### src/rtl/candidategen_sequencer.sv
// Sequences candidategen_setA through a full neighbourhood sweep, one burst per (J_index, A_value)
// that differs from the latched symbol. Optional WAIT watchdog enabled by macro CGSEQ_TIMEOUT_EN.
module candidategen_sequencer #(
    parameter int J       = 14,
    parameter int A       = 2,
    parameter int TIMEOUT = 4096,
    localparam int AWIDTH  = $clog2(A) + 1,
    localparam int J_WIDTH = $clog2(J) + 1
) (
    input  logic                  clk,
    input  logic                  rst,
    input  logic [J*AWIDTH-1:0]   x_initial,
    input  logic                  x_initial_tvalid,
    input  logic                  sweep_start,
    input  logic                  sweep_abort,
    input  logic                  gen_tlast,
    output logic                  start_gen,
    output logic [J_WIDTH-1:0]    J_index,
    output logic [AWIDTH-1:0]     A_value,
    output logic                  busy,
    output logic                  sweep_done,
    output logic [15:0]           burst_cnt,
    output logic                  timeout_err
);

    typedef enum logic [2:0] {
        IDLE  = 3'd0,
        SKIP  = 3'd1,
        ISSUE = 3'd2,
        WAIT  = 3'd3,
        GAP   = 3'd4,
        ADV   = 3'd5
    } state_t;

    localparam logic [AWIDTH-1:0]  A_MAX  = AWIDTH'(A - 1);
    localparam logic [J_WIDTH-1:0] J_LAST = J_WIDTH'(J - 1);

    state_t                state_q, state_d;
    logic [J*AWIDTH-1:0]   x_initial_q, x_initial_d;
    logic                  loaded_q, loaded_d;
    logic [J_WIDTH-1:0]    j_index_q, j_index_d;
    logic [AWIDTH-1:0]     a_value_q, a_value_d;
    logic [15:0]           burst_cnt_q, burst_cnt_d;
    logic [J-1:0]          sym_match;
    logic                  cur_match;
    logic                  last_pos;

    // Full-width compare: a latched symbol >= A can never match, so all values get issued there.
    genvar gi;
    generate
        for (gi = 0; gi < J; gi++) begin : g_sym
            assign sym_match[gi] = (j_index_q == J_WIDTH'(gi)) &&
                                   (x_initial_q[gi*AWIDTH +: AWIDTH] == a_value_q);
        end
    endgenerate

    assign cur_match = |sym_match;
    assign last_pos  = (j_index_q == J_LAST) && (a_value_q == A_MAX);

`ifdef CGSEQ_TIMEOUT_EN
    localparam int TW = $clog2(TIMEOUT + 1);
    logic [TW-1:0] wait_cnt_q, wait_cnt_d;
    logic          timeout_err_q, timeout_err_d;
    assign timeout_err = timeout_err_q;
`else
    logic [31:0] timeout_unused;
    assign timeout_unused = 32'(TIMEOUT);
    assign timeout_err    = 1'b0;
`endif

    always_comb begin
        state_d     = state_q;
        x_initial_d = x_initial_q;
        loaded_d    = loaded_q;
        j_index_d   = j_index_q;
        a_value_d   = a_value_q;
        burst_cnt_d = burst_cnt_q;
        start_gen   = 1'b0;
        sweep_done  = 1'b0;
`ifdef CGSEQ_TIMEOUT_EN
        wait_cnt_d    = wait_cnt_q;
        timeout_err_d = timeout_err_q;
`endif
        case (state_q)
            IDLE: begin
                // A load in the same cycle as a start wins; the start is dropped.
                if (x_initial_tvalid) begin
                    x_initial_d = x_initial;
                    loaded_d    = 1'b1;
                end else if (sweep_start && loaded_q) begin
                    j_index_d   = '0;
                    a_value_d   = '0;
                    burst_cnt_d = '0;
`ifdef CGSEQ_TIMEOUT_EN
                    timeout_err_d = 1'b0;
`endif
                    state_d     = SKIP;
                end
            end
            SKIP: begin
                state_d = cur_match ? ADV : ISSUE;
            end
            ISSUE: begin
                start_gen = 1'b1;
                if (burst_cnt_q != 16'hFFFF) begin
                    burst_cnt_d = burst_cnt_q + 16'd1;
                end
`ifdef CGSEQ_TIMEOUT_EN
                wait_cnt_d = '0;
`endif
                state_d = WAIT;
            end
            WAIT: begin
                if (gen_tlast) begin
                    state_d = GAP;
                end
`ifdef CGSEQ_TIMEOUT_EN
                else if (wait_cnt_q == TW'(TIMEOUT - 1)) begin
                    timeout_err_d = 1'b1;
                    state_d       = IDLE;
                end else begin
                    wait_cnt_d = wait_cnt_q + 1'b1;
                end
`endif
            end
            GAP: begin
                state_d = ADV;
            end
            ADV: begin
                if (last_pos) begin
                    sweep_done = 1'b1;
                    state_d    = IDLE;
                end else begin
                    if (a_value_q < A_MAX) begin
                        a_value_d = a_value_q + 1'b1;
                    end else begin
                        a_value_d = '0;
                        j_index_d = j_index_q + 1'b1;
                    end
                    state_d = SKIP;
                end
            end
            default: begin
                state_d = IDLE;
            end
        endcase

        // Abort overrides everything except a start pulse already being emitted this cycle.
        if (sweep_abort && (state_q != IDLE)) begin
            state_d    = IDLE;
            sweep_done = 1'b0;
            j_index_d  = j_index_q;
            a_value_d  = a_value_q;
`ifdef CGSEQ_TIMEOUT_EN
            timeout_err_d = timeout_err_q;
`endif
        end
    end

    always_ff @(posedge clk) begin
        if (rst) begin
            state_q     <= IDLE;
            x_initial_q <= '0;
            loaded_q    <= 1'b0;
            j_index_q   <= '0;
            a_value_q   <= '0;
            burst_cnt_q <= '0;
`ifdef CGSEQ_TIMEOUT_EN
            wait_cnt_q    <= '0;
            timeout_err_q <= 1'b0;
`endif
        end else begin
            state_q     <= state_d;
            x_initial_q <= x_initial_d;
            loaded_q    <= loaded_d;
            j_index_q   <= j_index_d;
            a_value_q   <= a_value_d;
            burst_cnt_q <= burst_cnt_d;
`ifdef CGSEQ_TIMEOUT_EN
            wait_cnt_q    <= wait_cnt_d;
            timeout_err_q <= timeout_err_d;
`endif
        end
    end

    assign J_index   = j_index_q;
    assign A_value   = a_value_q;
    assign busy      = (state_q != IDLE);
    assign burst_cnt = burst_cnt_q;

endmodule

### config.mk
export PLATFORM = sky130hd
export DESIGN_NAME = candidategen_sequencer
export DESIGN_NICKNAME = d
export VERILOG_FILES = /design/src/rtl/candidategen_sequencer.sv
export SDC_FILE = /design/constraint.sdc
export NUM_CORES = 1
export LEC_CHECK = 0
export CAP_MARGIN = 30
export CORE_MARGIN = 2
export CORE_UTILIZATION = 51
export DETAILED_ROUTE_END_ITERATION = 12
export PLACE_DENSITY = 0.92
export SKIP_LAST_GASP = 1
export SYNTH_ARGS = -nofsm -noshare
export SYNTH_HDL_FRONTEND = slang
export SYNTH_SLANG_ARGS = --single-unit
### constraint.sdc
create_clock -name clk -period 2.4 [get_ports clk]
set_clock_uncertainty 0.05 [all_clocks]
set_input_delay 0.36 -clock clk [delete_from_list [all_inputs] [get_ports clk]]
set_output_delay 0.36 -clock clk [all_outputs]
set_load 0.01 [all_outputs]
==> results of run 1 <==
## registers in the layout, summed over array words and instances (netlist names)
name / cells
x_initial_q: 28
burst_cnt: 16
state_q: 3
loaded_q: 1
A_value: 2
J_index: 5
## cells by family (layout without fill, tap and decap cells)
group / after synthesis / in the layout / synth area share
AO/OA/AOI/OAI: 57 / 57 / 0.132
XOR/XNOR: 32 / 32 / 0.0969
adder cells (fa/ha/maj): 7 / 7 / 0.0303
buffers and inverters: 33 / 90 / 0.0511
flip-flops: 55 / 55 / 0.381
multiplexers: 2 / 2 / 0.00736
other: 1 / 1 / 0.00130
AND/OR/NAND/NOR: 171 / 171 / 0.300
## final timing paths
kind | from | end | slack, ps | cells after the start
max | J_index[1] | J_index[3] | 210 | 9
max reg2reg | J_index[1] | J_index[3] | 210 | 9
min reg2reg | x_initial_q[20] | x_initial_q[20] | 420 | 2
min | x_initial_q[20] | x_initial_q[20] | 420 | 2
## synthesized netlist by cell type, types with 2 or more instances
cell / count
o21ai_0: 2
ha_1: 7
buf_2: 6
clkbuf_1: 7
a31oi_1: 3
nand4b_1: 5
nor3b_2: 3
nor3b_1: 3
inv_1: 14
nand3_1: 15
xnor2_1: 19
o22ai_1: 5
and2_1: 2
nor3_1: 4
and3b_1: 2
nor2_1: 34
nand2_1: 73
buf_4: 4
o2111ai_1: 2
a21oi_1: 33
nand4_1: 17
xor2_1: 13
dfxtp_1: 55
## per-stage QoR
stage / util / hold WS, ps / std cells
CTS: 0.667 / 425 / 487
detailed placement: 0.642 / 411 / 478
global placement: 0.642 / 403 / 478
floorplan: - / 383 / 358
global route: 0.669 / 450 / 487
finish: 0.669 / 422 / 487
## report_power, final
| group | switching, uW | total (uW) | internal (uW) | leakage [uW] |
|---|---|---|---|---|
| Sequential | 27.9 | 973 | 945 | 0.000450 |
| Combinational | 94.0 | 196 | 102 | 0.000805 |
| Clock | 299 | 637 | 338 | 0.0000612 |
## per-layer routing
layer	up-vias	global-route usage	routed length [um]	part of all wire
met2	117	0.423	3580	0.50
met4	0	0.0897	184	0.026
met5	-	0	0	0
met3	22	0.0443	415	0.058
li1	1343	-	-	-
met1	1271	0.281	2980	0.42
## timing repair
item	4_1_cts	5_1_grt
endpoints found under the setup margin	1	1
gates resized for setup	3	4
pin swaps	0	0
buffers inserted	1	0
## layout make-up
type	instances	area [um2]
multi-input cells	270	1660
clock buffers	6	82.6
clock inverters	2	35.0
well taps	72	90.1
flip-flops and latches	55	1100
fillers	431	1820
repair buffers	68	661
inverters	14	52.6
## worst min-delay path, delay by kind of cell (launching register included)
family	cells	cell delay, ps
DFF	1	330
and+or+nand+nor	1	50
AOI/OAI and AO/OA	1	50
==> impl_metrics.yaml, run 1 <==
outcome:
  status: "complete, no violations"
routing:
  route.vias.total: 2753
  antenna_left: 0
  via_per_inst: 5.65
  drt_pass1_iterations: 6
  drcViolationCount: 0
  routed_wl_um: 7160
  dr.first_iter.drc_count: 218
  wl_per_cell_um: 14.7
clock_tree:
  cts_made_buffers: 5
  cts_tree: "built"
  cts.htree.levels: 2
  clockBufferDepth: 2
  cts.clk_slew.worst_paths_ps: 90
  clkLatencyLatePin_ps: 310
  clock_sinks: 55
  ctsHoldBuffers: 0
  root_buffer: "clkbuf_8"
floorplan:
  die-area_um2: 6290
  initial_utilization: 0.525
  dieHeight_um: 79.3
  coreArea_um2: 5510
  rows: 27
  die_w_um: 79.3
  io_pins: 61
synth:
  synth_area_leaders: "dfxtp_1 (38%), nand2_1 (9.5%), xnor2_1 (5.8%), a21oi_1 (5.7%), nor2_1 (4.4%)"
  avgSynthCellArea_um2: 8.08
  ys_types: 53
  seq_area_frac_synth: 0.381
  synth_top_area_frac: 0.381
  synth_area_um2: 2890
  synth_edf_count: 0
  syn_inst: 358
  synth_top_cell_by_area: "dfxtp_1"
  synth-main-ff-cell: "dfxtp_1"
  synth.ff_latch_count: 55
  yosysWarnings: 0
  syn_nets: 399
  synth_async_sr_flop_share: 0
layout:
  num_antenna_cells: 0
  most-common-layout-cells: "nand2_1 (73), clkdlybuf4s50_1 (58), dfxtp_1 (52), nor2_1 (34), a21oi_1 (33)"
  final_nets: 455
  drive_gt1_frac: 0.0892
  syn2layout_area_growth_pct: 27.5
  mostFrequentLayoutCell: "nand2_1"
  stdcell_area_um2: 3690
sta:
  slew_viol_final: 0
  min_period_ps: 2190
  min_period_over_period: 0.913
  setup_viol: 0
  layout_setup_ws_ps: 208
  hold_viol_final: 0
  rsz0062_at_grt: "false"
  slew_headroom: 0.580
  fmax_mhz: 456
  tns_ps: 0
  worst_pin_slew_ps: 631
power_and_ir_drop:
  power.density_nw_per_um2: 490
  p_total_uw: 1810
  ir_drop_uv: 319
  p_leak_uw: 0.00132
worst_setup_path:
  crit_required_ps: 2530
  cp_max_fo: 7
  criticalPathCategory: "register to register"
  cp-end-kind: "register"
  max_stage_delay_ps: 410
  worstPathArrival_ps: 2320
  timing.critical_path.from_type: "register"
  crit_buf_inv: 2
  crit_chain: "inv_1 -> ha_4 -> nand4b_1 -> buf_4 -> o2111ai_2 -> a221oi_4 -> nand4_1 -> xor2_1 -> nor2_1"
  worst_path_max_delay_cell: "dfxtp_1"
  crit_family: "compound AO/OA/AOI/OAI gates"
global_routing:
  track_usage: 0.237
  grt_max_degree: 30
  grt_first_pass_wirelength_um: 12000
  first_global_vias: 2641
  antenna_found_initial: 0
  grt_overflow: 0
placement:
  place_hpwl_um: 5150
  place_congestion: 0.982
  port_buffers: 59
  placed_area_um2: 3540
  dp_slack_ps: 154
min_path:
  min-delay-path-class: "register to register"
run:
  cap_viol_max_count: 0
(Power assumes the default switching activity.)
==> run 2: changes to the inputs <==
--- a/config.mk
+++ b/config.mk
@@ -5,9 +5,10 @@
 export SDC_FILE = /design/constraint.sdc
 export NUM_CORES = 1
 export LEC_CHECK = 0
-export CAP_MARGIN = 30
+export CAP_MARGIN = 5
 export CORE_MARGIN = 2
 export CORE_UTILIZATION = 51
+export CTS_CLUSTER_SIZE = 12
 export DETAILED_ROUTE_END_ITERATION = 12
 export PLACE_DENSITY = 0.92
 export SKIP_LAST_GASP = 1
==> results of run 2 <==
Same layout as run 1: the final DEF is identical, and so are final timing and power.
==> RTL change 1 (config.mk and constraints of run 1) <==
The 6 states of `state_t` get a one-hot encoding in 6 bits.
--- a/src/rtl/candidategen_sequencer.sv
+++ b/src/rtl/candidategen_sequencer.sv
@@ -23,13 +23,13 @@
     output logic                  timeout_err
 );
 
-    typedef enum logic [2:0] {
-        IDLE  = 3'd0,
-        SKIP  = 3'd1,
-        ISSUE = 3'd2,
-        WAIT  = 3'd3,
-        GAP   = 3'd4,
-        ADV   = 3'd5
+    typedef enum logic [5:0] {
+        IDLE  = 6'b000001,
+        SKIP  = 6'b000010,
+        ISSUE = 6'b000100,
+        WAIT  = 6'b001000,
+        GAP   = 6'b010000,
+        ADV   = 6'b100000
     } state_t;
 
     localparam logic [AWIDTH-1:0]  A_MAX  = AWIDTH'(A - 1);
Function: same outputs for any inputs over 10 cycles, from zero or initial values and one cycle with rst high; not proved beyond that.
==> RTL change 1 against run 1 <==
  * Cell area is 7.3% higher
  * Critical endpoint is now start_gen
  * Power is 18% higher
  * Area after synthesis is 3.9% higher
  * Hold slack worse by 0.0037 ns
  * Sequential cell count is 3 higher
  * Via count is 6.9% higher
  * Largest cell class unchanged
  * Worst setup slack worse by 0.11 ns
  * Sequential power is 6% higher
  * Wire length is 6.4% higher
==> RTL change 1: results (changes against run 1) <==
metric;value;unit;change
status;complete, no violations;;
GP Congestion;0.9195;;-6.3%
Leak Pwr;1.444;nW;+9.8%
Worst EP arrival;1.90;ns;-0.42 ns
vias in the first global route;2765;;+4.7%
# diodes;0;;unchanged
Top FF cell, synth;dfxtp_1;;
synth warn;0;;unchanged
WL final;7621;microns;+6.4%
Worst Hold Class;register to register;;
max-slew headroom at the worst pin;56.36;%;-1.6 points
most frequent cells after synthesis;nand2_1 (71), dfxtp_1 (58), a21oi_1 (37), nor2_1 (34), xnor2_1 (29);;
Num CTS Buffers;9;;+4
Detail Placement HPWL;5460;microns;+5.9%
DRT Pass-1 Iters;7;;+1
routed vias/inst;5.608;;-0.80%
post-synth cell types;53;;unchanged
synthesized area per cell;7.902;sq um;-2.2%
Synthesized Nets;421;;+5.5%
wire per inst;14.52;microns;-1.3%
initial drt markers;119;;-45%
pin count of the biggest net entering global routing;30;;unchanged
number of port buffers;59;;unchanged
first-pass GRT wire length;12560;microns;+5.0%
grt total ovfl;0;;unchanged
register area share after synthesis;38.67;%;+0.59 points
Worst VDD drop;0.0003614;V;+13%
Worst-path clk slew;0.06;ns;-0.03 ns
H-tree Lvls;3;;+1
Largest register FFs;28;;unchanged
CP Max Fanout;6;;-1
switching part of the total;24.17;%;+0.87 points
share of cells above drive strength 1;9.934;%;+1.0 points
Post-DP Area;3720;sq um;+5.2%
Final nets;490;;+7.7%
Biggest register;x_initial_q;;
Total Routing Usage GR;24.96;%;+1.3 points
clock tree buffer depth;2;;unchanged
worst slack at placement;0.04746;ns;-0.1066 ns
Synth area leaders;dfxtp_1 (39%), nand2_1 (8.9%), xnor2_1 (8.5%);;
placed instance count;508;;+6.3%
antenna violations before repair;0;;unchanged
Clk Latency, worst-skew pair;0.34;ns;+0.03 ns
[RTL change 1: cell count changes in the layout (fill, tap and decap cells not counted), moves of 6 or more]
cell	delta
buf_4	+6
dfxtp_1	+6
nor2b_1	+8
xnor2_1	+10
xor2_1	-7
nor3_1	+10
[RTL change 1: timing repair]
| action | in CTS | in global routing |
|---|---|---|
| resized for setup | 2 | 5 |
| gates cloned | 0 | 1 |
| endpoints found under the setup margin | 2 | 3 |
| buffers inserted | 1 | 0 |
| pin swaps | 0 | 0 |
[RTL change 1: worst max-delay path, cell delays in order, from the launching register on]
cell and delay, ns:
dfxtp_1 0.35, or4_4 0.55, or2_4 0.30, clkinv_4 0.08, dlygate4sd2_1 0.27
[RTL change 1: path summary, 6_finish.rpt]
check            startpoint             end  slack [ns]  cells after the start
max              state_q[0]       start_gen        0.09                      4
min          x_initial_q[3]  x_initial_q[3]        0.42                      2
max reg2reg      state_q[0]   burst_cnt[13]        0.12                      7
min reg2reg  x_initial_q[3]  x_initial_q[3]        0.42                      2
[RTL change 1: power groups by stage]
stage | Combinational (mW) | Sequential, mW | Clock [mW]
after floorplan | 0.144 | 1.04 | 0
after global placement | 0.229 | 1.05 | 0
after detailed placement | 0.237 | 1.05 | 0
after CTS | 0.239 | 1.03 | 0.872
after global routing | 0.265 | 1.03 | 0.928
final | 0.240 | 1.03 | 0.867
[RTL change 1: area by class of cell]
type	instances	area [sq um]
multi-input cells	295	1767
fillers	453	1654
flip-flops and latches	58	1161
repair buffers	74	704.4
clock buffers	12	145.1
well taps	72	90.09
inverters	11	46.29
clock inverters	3	40.04
[RTL change 1: layer usage]
metal / GRT usage (%) / part of all wire [%] / vias up
li1: - / - / 1457
met1: 30.28 / 42 / 1363
met2: 40.83 / 50 / 111
met3: 6.222 / 6.4 / 13
met4: 13.39 / 1.5 / 0
met5: 0 / 0 / -
[RTL change 1: metrics by stage]
step           power (mW)  hold WS (ns)
2_1_floorplan       1.185        0.3830
3_3_place_gp        1.276        0.3999
3_5_place_dp        1.286        0.4098
4_1_cts             2.138        0.4186
5_1_grt             2.226        0.4381
6_report            2.137        0.4186
[RTL change 1: cells by family after synthesis]
family          share of synthesized area (%)
simple gates                            30.92
compound gates                          12.83
flops                                   38.67
xor+xnor                                10.21
buf+inv                                 3.833
fa+ha+maj                               2.917
other cells                            0.1249
mux                                    0.4999
==> RTL change 2 (flow settings as in run 1) <==
Made on the original files. The parameter `J` goes from 14 to 13.
--- a/src/rtl/candidategen_sequencer.sv
+++ b/src/rtl/candidategen_sequencer.sv
@@ -1,7 +1,7 @@
 // Sequences candidategen_setA through a full neighbourhood sweep, one burst per (J_index, A_value)
 // that differs from the latched symbol. Optional WAIT watchdog enabled by macro CGSEQ_TIMEOUT_EN.
 module candidategen_sequencer #(
-    parameter int J       = 14,
+    parameter int J       = 13,
     parameter int A       = 2,
     parameter int TIMEOUT = 4096,
     localparam int AWIDTH  = $clog2(A) + 1,
Interface: changed (resized x_initial); port bits go from 61 to 59. The function was not compared with the original's and may differ.
==> RTL change 2 against run 1 <==
  * Hold slack improved by 0.0010 ns
  * Power down 5.7%
  * First-iteration DRC count is 9.6% lower
  * Sequential share of layout area fell by 0.16 points
  * Wire length shrank 10%
  * Critical path depth is 3 lower
  * Cell area decreased by 3.2%
  * Final cell count shrank 0.41%
  * Utilization rose by 1.6 points
  * Area after synthesis is 3.4% lower
  * Worst setup slack worse by 0.19 ns
  * Sequential cell count shrank 2
  * Critical endpoint is now state_q[2]
  * Highest routed layer unchanged
==> RTL change 2: results (changes against run 1) <==
metric;value;unit;change
vias in the first global route;2528;;-4.3%
number of port buffers;57;;-3.4%
routed vias/inst;5.509;;-2.5%
fill cell count;424;;-1.6%
Non-clk bufs;71;;+4.4%
number of synthesized register bits;53;;-3.6%
wire per inst;13.29;microns;-9.6%
pin count of the biggest net entering global routing;35;;+17%
CP Launch Point;A_value[0];;
Post-Syn Instances;359;;+0.28%
Synth Area in Adders;3.136;%;+0.11 points
most frequent cells after synthesis;nand2_1 (71), dfxtp_1 (53), nor2_1 (38), a21oi_1 (36), xor2_1 (18);;
Largest register FFs;26;;-7.1%
Hold Path Origin;x_initial_q[7];;
complex-gate fraction of the synthesized area;13.13;%;-0.11 points
clk_buf instances;5;;-1
Clock-cell share;2.911;%;-0.28 points
inverters;11;;-3
Synth area leaders;dfxtp_1 (38%), nand2_1 (9.5%), a21oi_1 (6.5%);;
NonClk Buf Share;18.91;%;+0.98 points
# Post-CTS Setup Buffers;0;;-1
Leak Pwr;1.341;nW;+1.9%
worst-case hold path end point;x_initial_q[7];;
worst r2r path cells;6;;-3
multi-input gate count;273;;+1.1%
CP Max Fanout;10;;+3
Detail Placement HPWL;4885;microns;-5.2%
register area share after synthesis;37.99;%;-0.086 points
register-to-register setup slack;0.02;ns;-0.19 ns
first-pass GRT wire length;10870;microns;-9.1%
register share of the cell area;29.81;%;-0.16 points
Worst EP arrival;2.51;ns;+0.19 ns
Final nets;454;;-0.22%
status;complete, no violations;;
post_cts resized;1;;-2
Non-Filler Instances;485;;-0.41%
DRT Pass-1 Iters;4;;-2
Reg-to-Reg End;state_q[2];;
initial drt markers;197;;-9.6%
multi-input logic portion of the cell area;44.76;%;-0.29 points
Post-Synth XOR/XNOR Area;9.722;%;+0.029 points
hold_ws;0.4233;ns;+0.001030 ns
Total Routing Usage GR;21.71;%;-2.0 points
worst slack at placement;0.04285;ns;-0.1112 ns
mux cell area share after synthesis;0.7168;%;-0.019 points
area grow syn2layout;27.73;%;
FP Rows;26;;-3.7%
share of cells above drive strength 1;6.747;%;-2.2 points
kind of cell adding the most delay to the critical path;simple AND/OR/NAND/NOR gates;;
GP Congestion;0.9104;;-7.3%
worst stage delay on the critical path;0.66;ns;+0.25 ns
Synthesized Nets;398;;-0.25%
Post-DP Area;3458;sq um;-2.2%
Tmin final;2.379;ns;+0.1871 ns
post-synth cell types;51;;-3.8%
==> RTL change 2: changes by cell type after synthesis, moves of 4 or more <==
cell / change
nand2b_1: +7
o21ai_0: +5
xor2_1: +5
o22ai_1: -4
xnor2_1: -6
nor2_1: +4
nand3_1: -6
nand4_1: -9
==> RTL change 2: power by group <==
part	internal, mW	total [mW]	switching, mW
Clock	0.304	0.586	0.283
Sequential	0.909	0.933	0.0241
Combinational	0.0947	0.182	0.0875
Total	1.31	1.70	0.394
==> RTL change 2: per-layer routing <==
| metal | vias to the layer above | part of all wire, % | track usage, % |
|---|---|---|---|
| met4 | 0 | 1.8 | 6.667 |
| met5 | - | 0 | 0 |
| met2 | 83 | 50 | 38.10 |
| met3 | 14 | 5.5 | 4.302 |
| li1 | 1334 | - | - |
| met1 | 1241 | 43 | 26.75 |
